`src/rtl/ram_scan_reader_pkg.sv`:
```
// Shared definitions for the RAM scan reader: FSM state encoding.
package ram_scan_pkg;

    typedef enum logic [1:0] {
        S_IDLE    = 2'd0,
        S_ISSUE   = 2'd1,
        S_CAPTURE = 2'd2,
        S_HOLD    = 2'd3
    } state_e;

endpackage

```
`src/rtl/ram_scan_reader_dwell_timer.sv`:
```
// Dwell prescaler: counts enabled cycles and flags the last one of each
// TICK_DIV-cycle dwell with a one-cycle expire pulse.
module dwell_timer #(
    parameter int TICK_DIV = 50000000
) (
    input  logic clk,
    input  logic rst,
    input  logic clr_i,
    input  logic en_i,
    output logic expire_o
);

    localparam int CNT_W = $clog2(TICK_DIV + 1);
    localparam logic [CNT_W-1:0] CNT_LAST = CNT_W'(TICK_DIV - 1);

    logic [CNT_W-1:0] cnt_q;
    logic [CNT_W-1:0] cnt_d;

    assign expire_o = en_i && (cnt_q == CNT_LAST);

    // Next count: clear wins, hold when disabled or on the expiring cycle.
    always_comb begin
        cnt_d = cnt_q;
        if (clr_i) begin
            cnt_d = '0;
        end else if (en_i && !expire_o) begin
            cnt_d = cnt_q + CNT_W'(1);
        end else begin
            cnt_d = cnt_q;
        end
    end

    // Count register.
    always_ff @(posedge clk) begin
        if (rst) begin
            cnt_q <= '0;
        end else begin
            cnt_q <= cnt_d;
        end
    end

endmodule

```
`src/rtl/ram_scan_reader.sv`:
```
// Read-side scan master: walks an address window of the RAM read port and
// holds each captured word on the display outputs for one dwell period.
module ram_scan_reader
    import ram_scan_pkg::*;
#(
    parameter int DATA_WIDTH = 8,
    parameter int ADDR_WIDTH = 4,
    parameter int TICK_DIV   = 50000000
) (
    input  logic                  clk,
    input  logic                  rst,
    input  logic                  start,
    input  logic                  abort,
    input  logic                  loop,
    input  logic                  manual,
    input  logic                  step,
    input  logic [ADDR_WIDTH-1:0] first_addr,
    input  logic [ADDR_WIDTH-1:0] last_addr,
    output logic [ADDR_WIDTH-1:0] rd_addr,
    input  logic [DATA_WIDTH-1:0] rd_data,
    output logic [ADDR_WIDTH-1:0] disp_addr,
    output logic [DATA_WIDTH-1:0] disp_data,
    output logic                  disp_valid,
    output logic                  busy,
    output logic                  done
);

    state_e                  state_q, state_d;
    logic [ADDR_WIDTH-1:0]   rd_addr_q, rd_addr_d;
    logic [ADDR_WIDTH-1:0]   first_q, first_d;
    logic [ADDR_WIDTH-1:0]   last_q, last_d;
    logic [ADDR_WIDTH-1:0]   disp_addr_q, disp_addr_d;
    logic [DATA_WIDTH-1:0]   disp_data_q, disp_data_d;
    logic                    disp_valid_q, disp_valid_d;
    logic                    done_q, done_d;
    logic                    tmr_clr_s, tmr_en_s, tmr_expire_s;
    logic                    advance_s;

    // The counter only runs while dwelling in auto mode; in manual mode it holds.
    assign tmr_clr_s = (state_q == S_CAPTURE);
    assign tmr_en_s  = (state_q == S_HOLD) && !manual;
    assign advance_s = manual ? step : tmr_expire_s;

    dwell_timer #(
        .TICK_DIV (TICK_DIV)
    ) u_dwell_timer (
        .clk      (clk),
        .rst      (rst),
        .clr_i    (tmr_clr_s),
        .en_i     (tmr_en_s),
        .expire_o (tmr_expire_s)
    );

    // Next-state logic for the FSM, address walker and capture registers.
    always_comb begin
        state_d      = state_q;
        rd_addr_d    = rd_addr_q;
        first_d      = first_q;
        last_d       = last_q;
        disp_addr_d  = disp_addr_q;
        disp_data_d  = disp_data_q;
        disp_valid_d = disp_valid_q;
        done_d       = 1'b0;
        case (state_q)
            S_IDLE: begin
                if (start && !abort) begin
                    first_d   = first_addr;
                    last_d    = last_addr;
                    rd_addr_d = first_addr;
                    state_d   = S_ISSUE;
                end else begin
                    state_d   = S_IDLE;
                end
            end
            S_ISSUE: begin
                if (abort) begin
                    state_d = S_IDLE;
                end else begin
                    state_d = S_CAPTURE;
                end
            end
            S_CAPTURE: begin
                if (abort) begin
                    state_d = S_IDLE;
                end else begin
                    disp_data_d  = rd_data;
                    disp_addr_d  = rd_addr_q;
                    disp_valid_d = 1'b1;
                    state_d      = S_HOLD;
                end
            end
            S_HOLD: begin
                if (abort) begin
                    state_d = S_IDLE;
                end else if (advance_s) begin
                    if (rd_addr_q != last_q) begin
                        rd_addr_d = rd_addr_q + ADDR_WIDTH'(1);
                        state_d   = S_ISSUE;
                    end else if (loop) begin
                        rd_addr_d = first_q;
                        state_d   = S_ISSUE;
                    end else begin
                        done_d  = 1'b1;
                        state_d = S_IDLE;
                    end
                end else begin
                    state_d = S_HOLD;
                end
            end
            default: begin
                state_d = S_IDLE;
            end
        endcase
    end

    // State and datapath registers.
    always_ff @(posedge clk) begin
        if (rst) begin
            state_q      <= S_IDLE;
            rd_addr_q    <= '0;
            first_q      <= '0;
            last_q       <= '0;
            disp_addr_q  <= '0;
            disp_data_q  <= '0;
            disp_valid_q <= 1'b0;
            done_q       <= 1'b0;
        end else begin
            state_q      <= state_d;
            rd_addr_q    <= rd_addr_d;
            first_q      <= first_d;
            last_q       <= last_d;
            disp_addr_q  <= disp_addr_d;
            disp_data_q  <= disp_data_d;
            disp_valid_q <= disp_valid_d;
            done_q       <= done_d;
        end
    end

    assign rd_addr    = rd_addr_q;
    assign disp_addr  = disp_addr_q;
    assign disp_data  = disp_data_q;
    assign disp_valid = disp_valid_q;
    assign busy       = (state_q != S_IDLE);
    assign done       = done_q;

endmodule

```
`config.mk`:
```
export PLATFORM = sky130hd
export DESIGN_NAME = ram_scan_reader
export DESIGN_NICKNAME = d
export VERILOG_FILES = /design/src/rtl/ram_scan_reader_pkg.sv /design/src/rtl/ram_scan_reader_dwell_timer.sv /design/src/rtl/ram_scan_reader.sv
export SDC_FILE = /design/constraint.sdc
export NUM_CORES = 1
export LEC_CHECK = 0
export ABC_CLOCK_PERIOD_IN_PS = 2500
export CAP_MARGIN = 40
export CORE_MARGIN = 2
export CORE_UTILIZATION = 30
export CTS_BUF_LIST = sky130_fd_sc_hd__clkbuf_4
export DETAILED_ROUTE_END_ITERATION = 10
export SLEW_MARGIN = 0
export SYNTH_ARGS = -nofsm -noshare
export SYNTH_HDL_FRONTEND = slang
export SYNTH_SLANG_ARGS = --single-unit
```
`constraint.sdc`:
```
create_clock -name clk -period 2.5 [get_ports clk]
set_clock_uncertainty 0.15 [all_clocks]
set_input_delay 0.5 -clock clk [delete_from_list [all_inputs] [get_ports clk]]
set_output_delay 0.5 -clock clk [all_outputs]
set_load 0.02 [all_outputs]
```
Yosys cells after proc, flatten, opt, wreduce, memory -nomap -nowiden
Cells that the tools add are included.
Widths: inputs -> output; s select.
{ "totals": {"out_inout_bits": 19, "ff_bits": 54, "inputBits": 23, "wordCells": 54} }
{ "op_classes": {"n_reduce_logical": 15, "n_bitwise": 3, "eq_ne": 9, "muxes": 16, "addsub": 2} }
{ "op_table": {"columns": ["op", "n"], "rows": [
  ["$add 26x1->26 const B", 1],
  ["$eq 26x26->1 const B", 1],
  ["$mux 4", 5],
  ["$mux 2", 4],
  ["$pmux 2 s4", 1],
  ["$pmux 4 s2", 1],
  ["$ne 2x2->1 const B", 3],
  ["$mux 1", 5],
  ["$reduce_and 5->1", 1],
  ["$reduce_or 5->1", 1],
  ["$add 4x1->4 const B", 1],
  ["$eq 2x2->1 const B", 2],
  ["$logic_and 1x1->1", 4],
  ["$ne 4x4->1", 1],
  ["$reduce_and 2->1", 2],
  ["$reduce_bool 2->1", 2],
  ["$logic_not 1->1", 3],
  ["$ne 3x2->1 const B", 1],
  ["$not 1->1", 3],
  ["$eq 2x1->1 const B", 1],
  ["$logic_not 2->1", 1],
  ["$reduce_or 2->1", 1]
]} }

Longest topological paths before layout
{ "depth": {"depth_word": 7, "depth_mapped": 7, "mapped_depth_nobuf": 6} }

By module
From an unflattened synthesis, not the netlist that was laid out.
{ "hier_totals": {"hier_cells": 306, "area_unflattened_um2": 2549.9} }
{ "by_module_without_submodules": {"columns": ["module", "instances", "cells_per_inst", "seq_area_each_um2", "area_per_inst_um2"], "rows": [
  ["dwell_timer", 1, 158, 520.5, 1315.0],
  ["ram_scan_reader", 1, 148, 560.5, 1234.9]
]} }

Worst setup path after synthesis
OpenSTA, ideal clock, no wires.
{ "synth_path": {"path_type": "register -> register", "start": "register rd_addr_q[1] (netlist: rd_addr[1])", "end": "register rd_addr_q[0] (netlist: rd_addr[0])", "t_arrival_ns": 1.930, "stages_incl_launch_ff": 6, "t_required_ns": 2.229, "setup_ns": 0.121, "n_path_buf": 0, "synth_period_minus_slack_ns": 2.202, "path_slack_ns": 0.298, "cell_sequence": "dfxtp_1 > xor2_1 > nor4_2 > a21oi_1 > a21oi_2 > mux2_4"} }
{ "synth_via": {"elab_chain_cells": 5, "elab_cells_between_ends": 7, "cone_classes": "eq/ne (2); mux (4); reduce/logical (1)"} }
{ "synth_rtl": {"columns": ["item", "line_no", "source"], "rows": [
  ["start: declaration", "ram_scan_reader.sv:29", "logic [ADDR_WIDTH-1:0] rd_addr_q, rd_addr_d;"],
  ["start signal: assignment", "ram_scan_reader.sv:129", "rd_addr_q <= rd_addr_d;"],
  ["$ne 4x4->1 *", "ram_scan_reader.sv:96", "if (rd_addr_q != last_q) begin"],
  ["$mux 4", "ram_scan_reader.sv:96", null],
  ["$mux 4", "ram_scan_reader.sv:95", "end else if (advance_s) begin"],
  ["$mux 4", "ram_scan_reader.sv:93", "if (abort) begin"],
  ["$pmux 4 s2", "ram_scan_reader.sv:64", "case (state_q)"]
]} }
Mark *: on every way between the ends. The rest lies on a longest branch, timed or not. The select of a mux whose other input is x is not followed.
A chain may end at the register's enable or synchronous reset.

Worst setup path in the final report
{ "layout_path": {"start": "register state_q[0]", "end": "output busy"} }
{ "layout_via": {"elab_chain_cells": 1} }
{ "layout_rtl": {"columns": ["item", "line_no", "source"], "rows": [
  ["start: declaration", "ram_scan_reader.sv:28", "state_e state_q, state_d;"],
  ["start signal: assignment", "ram_scan_reader.sv:128", "state_q <= state_d;"],
  ["$reduce_bool 2->1", "ram_scan_reader.sv:143", "assign busy = (state_q != S_IDLE);"],
  ["end: declaration", "ram_scan_reader.sv:24", "output logic busy,"]
]} }
Every way passes these cells.

==> summary.txt <==
GRT
  – First-pass GRT wire length: around 9600 um
  – Antenna violations before repair: 0
  – Global-route usage over all layers: about an eighth
  – Vias in the first global route: about 2,100
  – Grt ovf: 0
  – Largest net degree at the start of global routing: 32

Timing
  – Setup-failing EPs final: 0
  – Fin. max-slew vios: 0
  – Fmax: ~0.44 GHz
  – Slew headroom: between 50 and 60%
  – Hold slack: 0.319 ns
  – Post-layout min period: ~2.3 ns
  – Worst setup margin: a little over 0.2 ns
  – Fin. Hold Viols: 0
  – Worst-Margin Slew: slightly below 0.6 ns
  – RSZ-0062 raised after global routing: no
  – Setup TNS Final: 0 ns
  – Final Cycle Share: between 90% and 100%

Synth
  – Synthesis warning total: 0
  – Cell taking the most area after synthesis: dfxtp_1
  – Mapped cell area: around 2600 um2
  – Synth cell types: 41
  – Yosys top cell area share: between 40% and 50%
  – Syn_nets: about 330
  – Post-synth EDFFs: 0
  – Top_reg_cell synth: dfxtp_1
  – Synth Instances: just over 300
  – Asr flop ratio synth: 0%
  – Top cells by area, synth: dfxtp_1 42%, nand2_1 8.0%, nor2_1 5.0%, a21oi_1 4.9%, xnor2_1 4.8%
  – Post-synthesis average cell area: approximately 8.3 um2
  – Yosys reg bits: between 50 and 60
  – Sequential fraction of the synthesis area: 42.1%

Drt
  – DRT iter0 DRCs: between 70 and 80
  – Remaining routing DRC violations: 0
  – Final ANT Viol Nets: 0
  – 1st-pass router iterations: 4
  – Routed WL: about 6000 um
  – Wirelength per Cell: 12.6 um
  – DR vias: 2,249
  – Vias per cell: between 4 and 5

Layout
  – Footprint of the multi-input gates: about 1400 um2
  – Layout area overhead: 25.7%
  – Register area: around 1100 um2
  – Layout cells sized above 1: approximately a tenth
  – Final #Nets: 383
  – Number of antenna repair diodes: 0
  – Fillcell total: between 800 and 900
  – Post-Layout Cell Count: about 460

Die
  – Number of core rows: 33
  – Die Y: 96.5 um
  – Initial Util: slightly above 30%
  – Io pins: 42
  – Die width: 96.5 um
  – Full die area: 9310 um2
  – Core ar.: between 8000 and 9000 um2

Place
  – Post-DP HPWL: 4320 um
  – Dpl ws: around 0.073 ns
  – Port Buf Inserts: between 40 and 50
  – Placed cells: approximately 460
  – Final GP Congestion: between 0.8 and 0.9

Worst setup path
  – CP max FO: 7
  – Worst path cell trace: nor2_1, inv_1, clkdlybuf4s50_1
  – CP top delay family: buffers and inverters
  – WP buf/inv: 2
  – CP startpoint kind: flip-flop
  – Req. time, crit path: ~1.9 ns
  – CP Capture Type: output pin
  – Critical path's largest stage delay: about 0.61 ns
  – Crit Path Class: reg2out
  – Slowest cell on the critical path: clkdlybuf4s50_1
  – CP Data Arrival Time: approximately 1.6 ns

Worst hold path
  – Worst Hold Class: reg2reg

Clock tree
  – # H-tree levels: 2
  – CTS tree: built
  – Clk sinks: between 50 and 60
  – CTS buffer count: 5
  – CTS resizes: 0
  – Clk slew on worst S/H paths: around 0.17 ns
  – Clock latency at the later pin of the worst-skew pair: between 0.3 and 0.4 ns
  – Post-CTS Repair Setup Buffers: 0
  – Post-CTS Hold Buffers: 0
  – Root Buffer: clkbuf_4
  – CTS Buffer Depth: 2

Power and ir drop
  – Power per cell area: between 400 and 500 nW/um2
  – Lkg Pwr: around 1.1 nW
  – Total power: between 1 and 1.5 mW
  – Peak VDD IR: 213 uV

Run
  – Number of max-cap violations: 0

Status
  – Status: completed
sequential cells by signal (all words and copies together), names as in the netlist:
name / cells
done: 1
disp_addr: 4
last_q: 4
state_q: 2
first_q: 4
u_dwell_timer.cnt_q: 26
disp_data: 8
disp_valid: 1
rd_addr: 4
routing by layer:
metal / global-route usage, % / share of wire, %
met2: 22.2 / 45
met5: 0 / 0
met3: 2.64 / 4.1
met1: 17.1 / 51
met4: 3.17 / 0.70
worst reg2reg max path, stage by stage (launching register included):
cell     delay, ns
dfxtp_1       0.39
or4_4         0.56
nor4_4        0.29
buf_4         0.24
a31o_4        0.18
a21oi_2       0.06
mux2_4        0.29
cell usage in the layout, fill, tap and decap left out, types with 5 or more instances in the layout:
cell type | synthesis | layout
inv_1 | 5 | 5
a21oi_1 | 25 | 25
and3_1 | 8 | 8
nor2_1 | 34 | 34
a211oi_1 | 7 | 7
nand2b_1 | 5 | 5
nand3_1 | 12 | 12
mux2i_1 | 5 | 5
clkbuf_4 | 0 | 5
clkdlybuf4s50_1 | 0 | 41
xnor2_1 | 14 | 14
xor2_1 | 13 | 13
dfxtp_1 | 54 | 54
nand4_1 | 9 | 9
buf_4 | 1 | 13
or3_1 | 6 | 6
nand2_1 | 55 | 55
cell families after synthesis:
| kind of cell | Yosys count | synth area share, % |
|---|---|---|
| AO/OA/AOI/OAI | 51 | 13.3 |
| XOR/XNOR | 27 | 9.22 |
| adder cells (fa/ha/maj) | 2 | 0.975 |
| buffers and inverters | 16 | 2.49 |
| flip-flops | 54 | 42.1 |
| multiplexers | 6 | 2.54 |
| AND/OR/NAND/NOR | 152 | 29.4 |
power breakdown:
| part | leakage [nW] | switching (mW) | internal, mW |
|---|---|---|---|
| registers | 0.436 | 0.0135 | 0.874 |
| clock network | 0.0373 | 0.298 | 0.121 |
| logic | 0.647 | 0.0719 | 0.0792 |
path summary, 6_finish.rpt:
path,depth (start not counted),from,slack (ns),end
worst min-delay path,2,disp_data[5],0.32,disp_data[5]
worst min register to register,2,disp_data[5],0.32,disp_data[5]
worst max-delay path,3,state_q[0],0.21,busy
worst max register to register,6,u_dwell_timer.cnt_q[8],0.24,rd_addr[0]
through the flow:
| step | util, % | area (um2) |
|---|---|---|
| final | 39.1 | 3230 |
| after global routing | 39.1 | 3230 |
| after CTS | 39.1 | 3230 |
| after detailed placement | 38.3 | 3160 |
| after global placement | 38.3 | 3160 |
| after floorplan | - | 2570 |
cells in the mapped netlist, types with 4 or more instances:
| cell type | instances |
|---|---|
| a2111oi_0 | 4 |
| a211oi_1 | 7 |
| a21oi_1 | 25 |
| and2_1 | 4 |
| and3_1 | 8 |
| clkbuf_1 | 10 |
| dfxtp_1 | 54 |
| inv_1 | 5 |
| mux2i_1 | 5 |
| nand2_1 | 55 |
| nand2b_1 | 5 |
| nand3_1 | 12 |
| nand4_1 | 9 |
| nor2_1 | 34 |
| nor3_1 | 4 |
| o21ai_0 | 4 |
| or3_1 | 6 |
| xnor2_1 | 14 |
| xor2_1 | 13 |
final cells by class:
class	count	area share, %
Clock inverter	3	0.892
Clock buffer	5	1.16
Timing Repair Buffer	54	15.7
Sequential cell	54	33.5
Multi-Input combinational cell	238	44.0
Inverter	5	0.582
Tap cell	105	4.07
No activity file was read; power rests on OpenSTA's default activity.
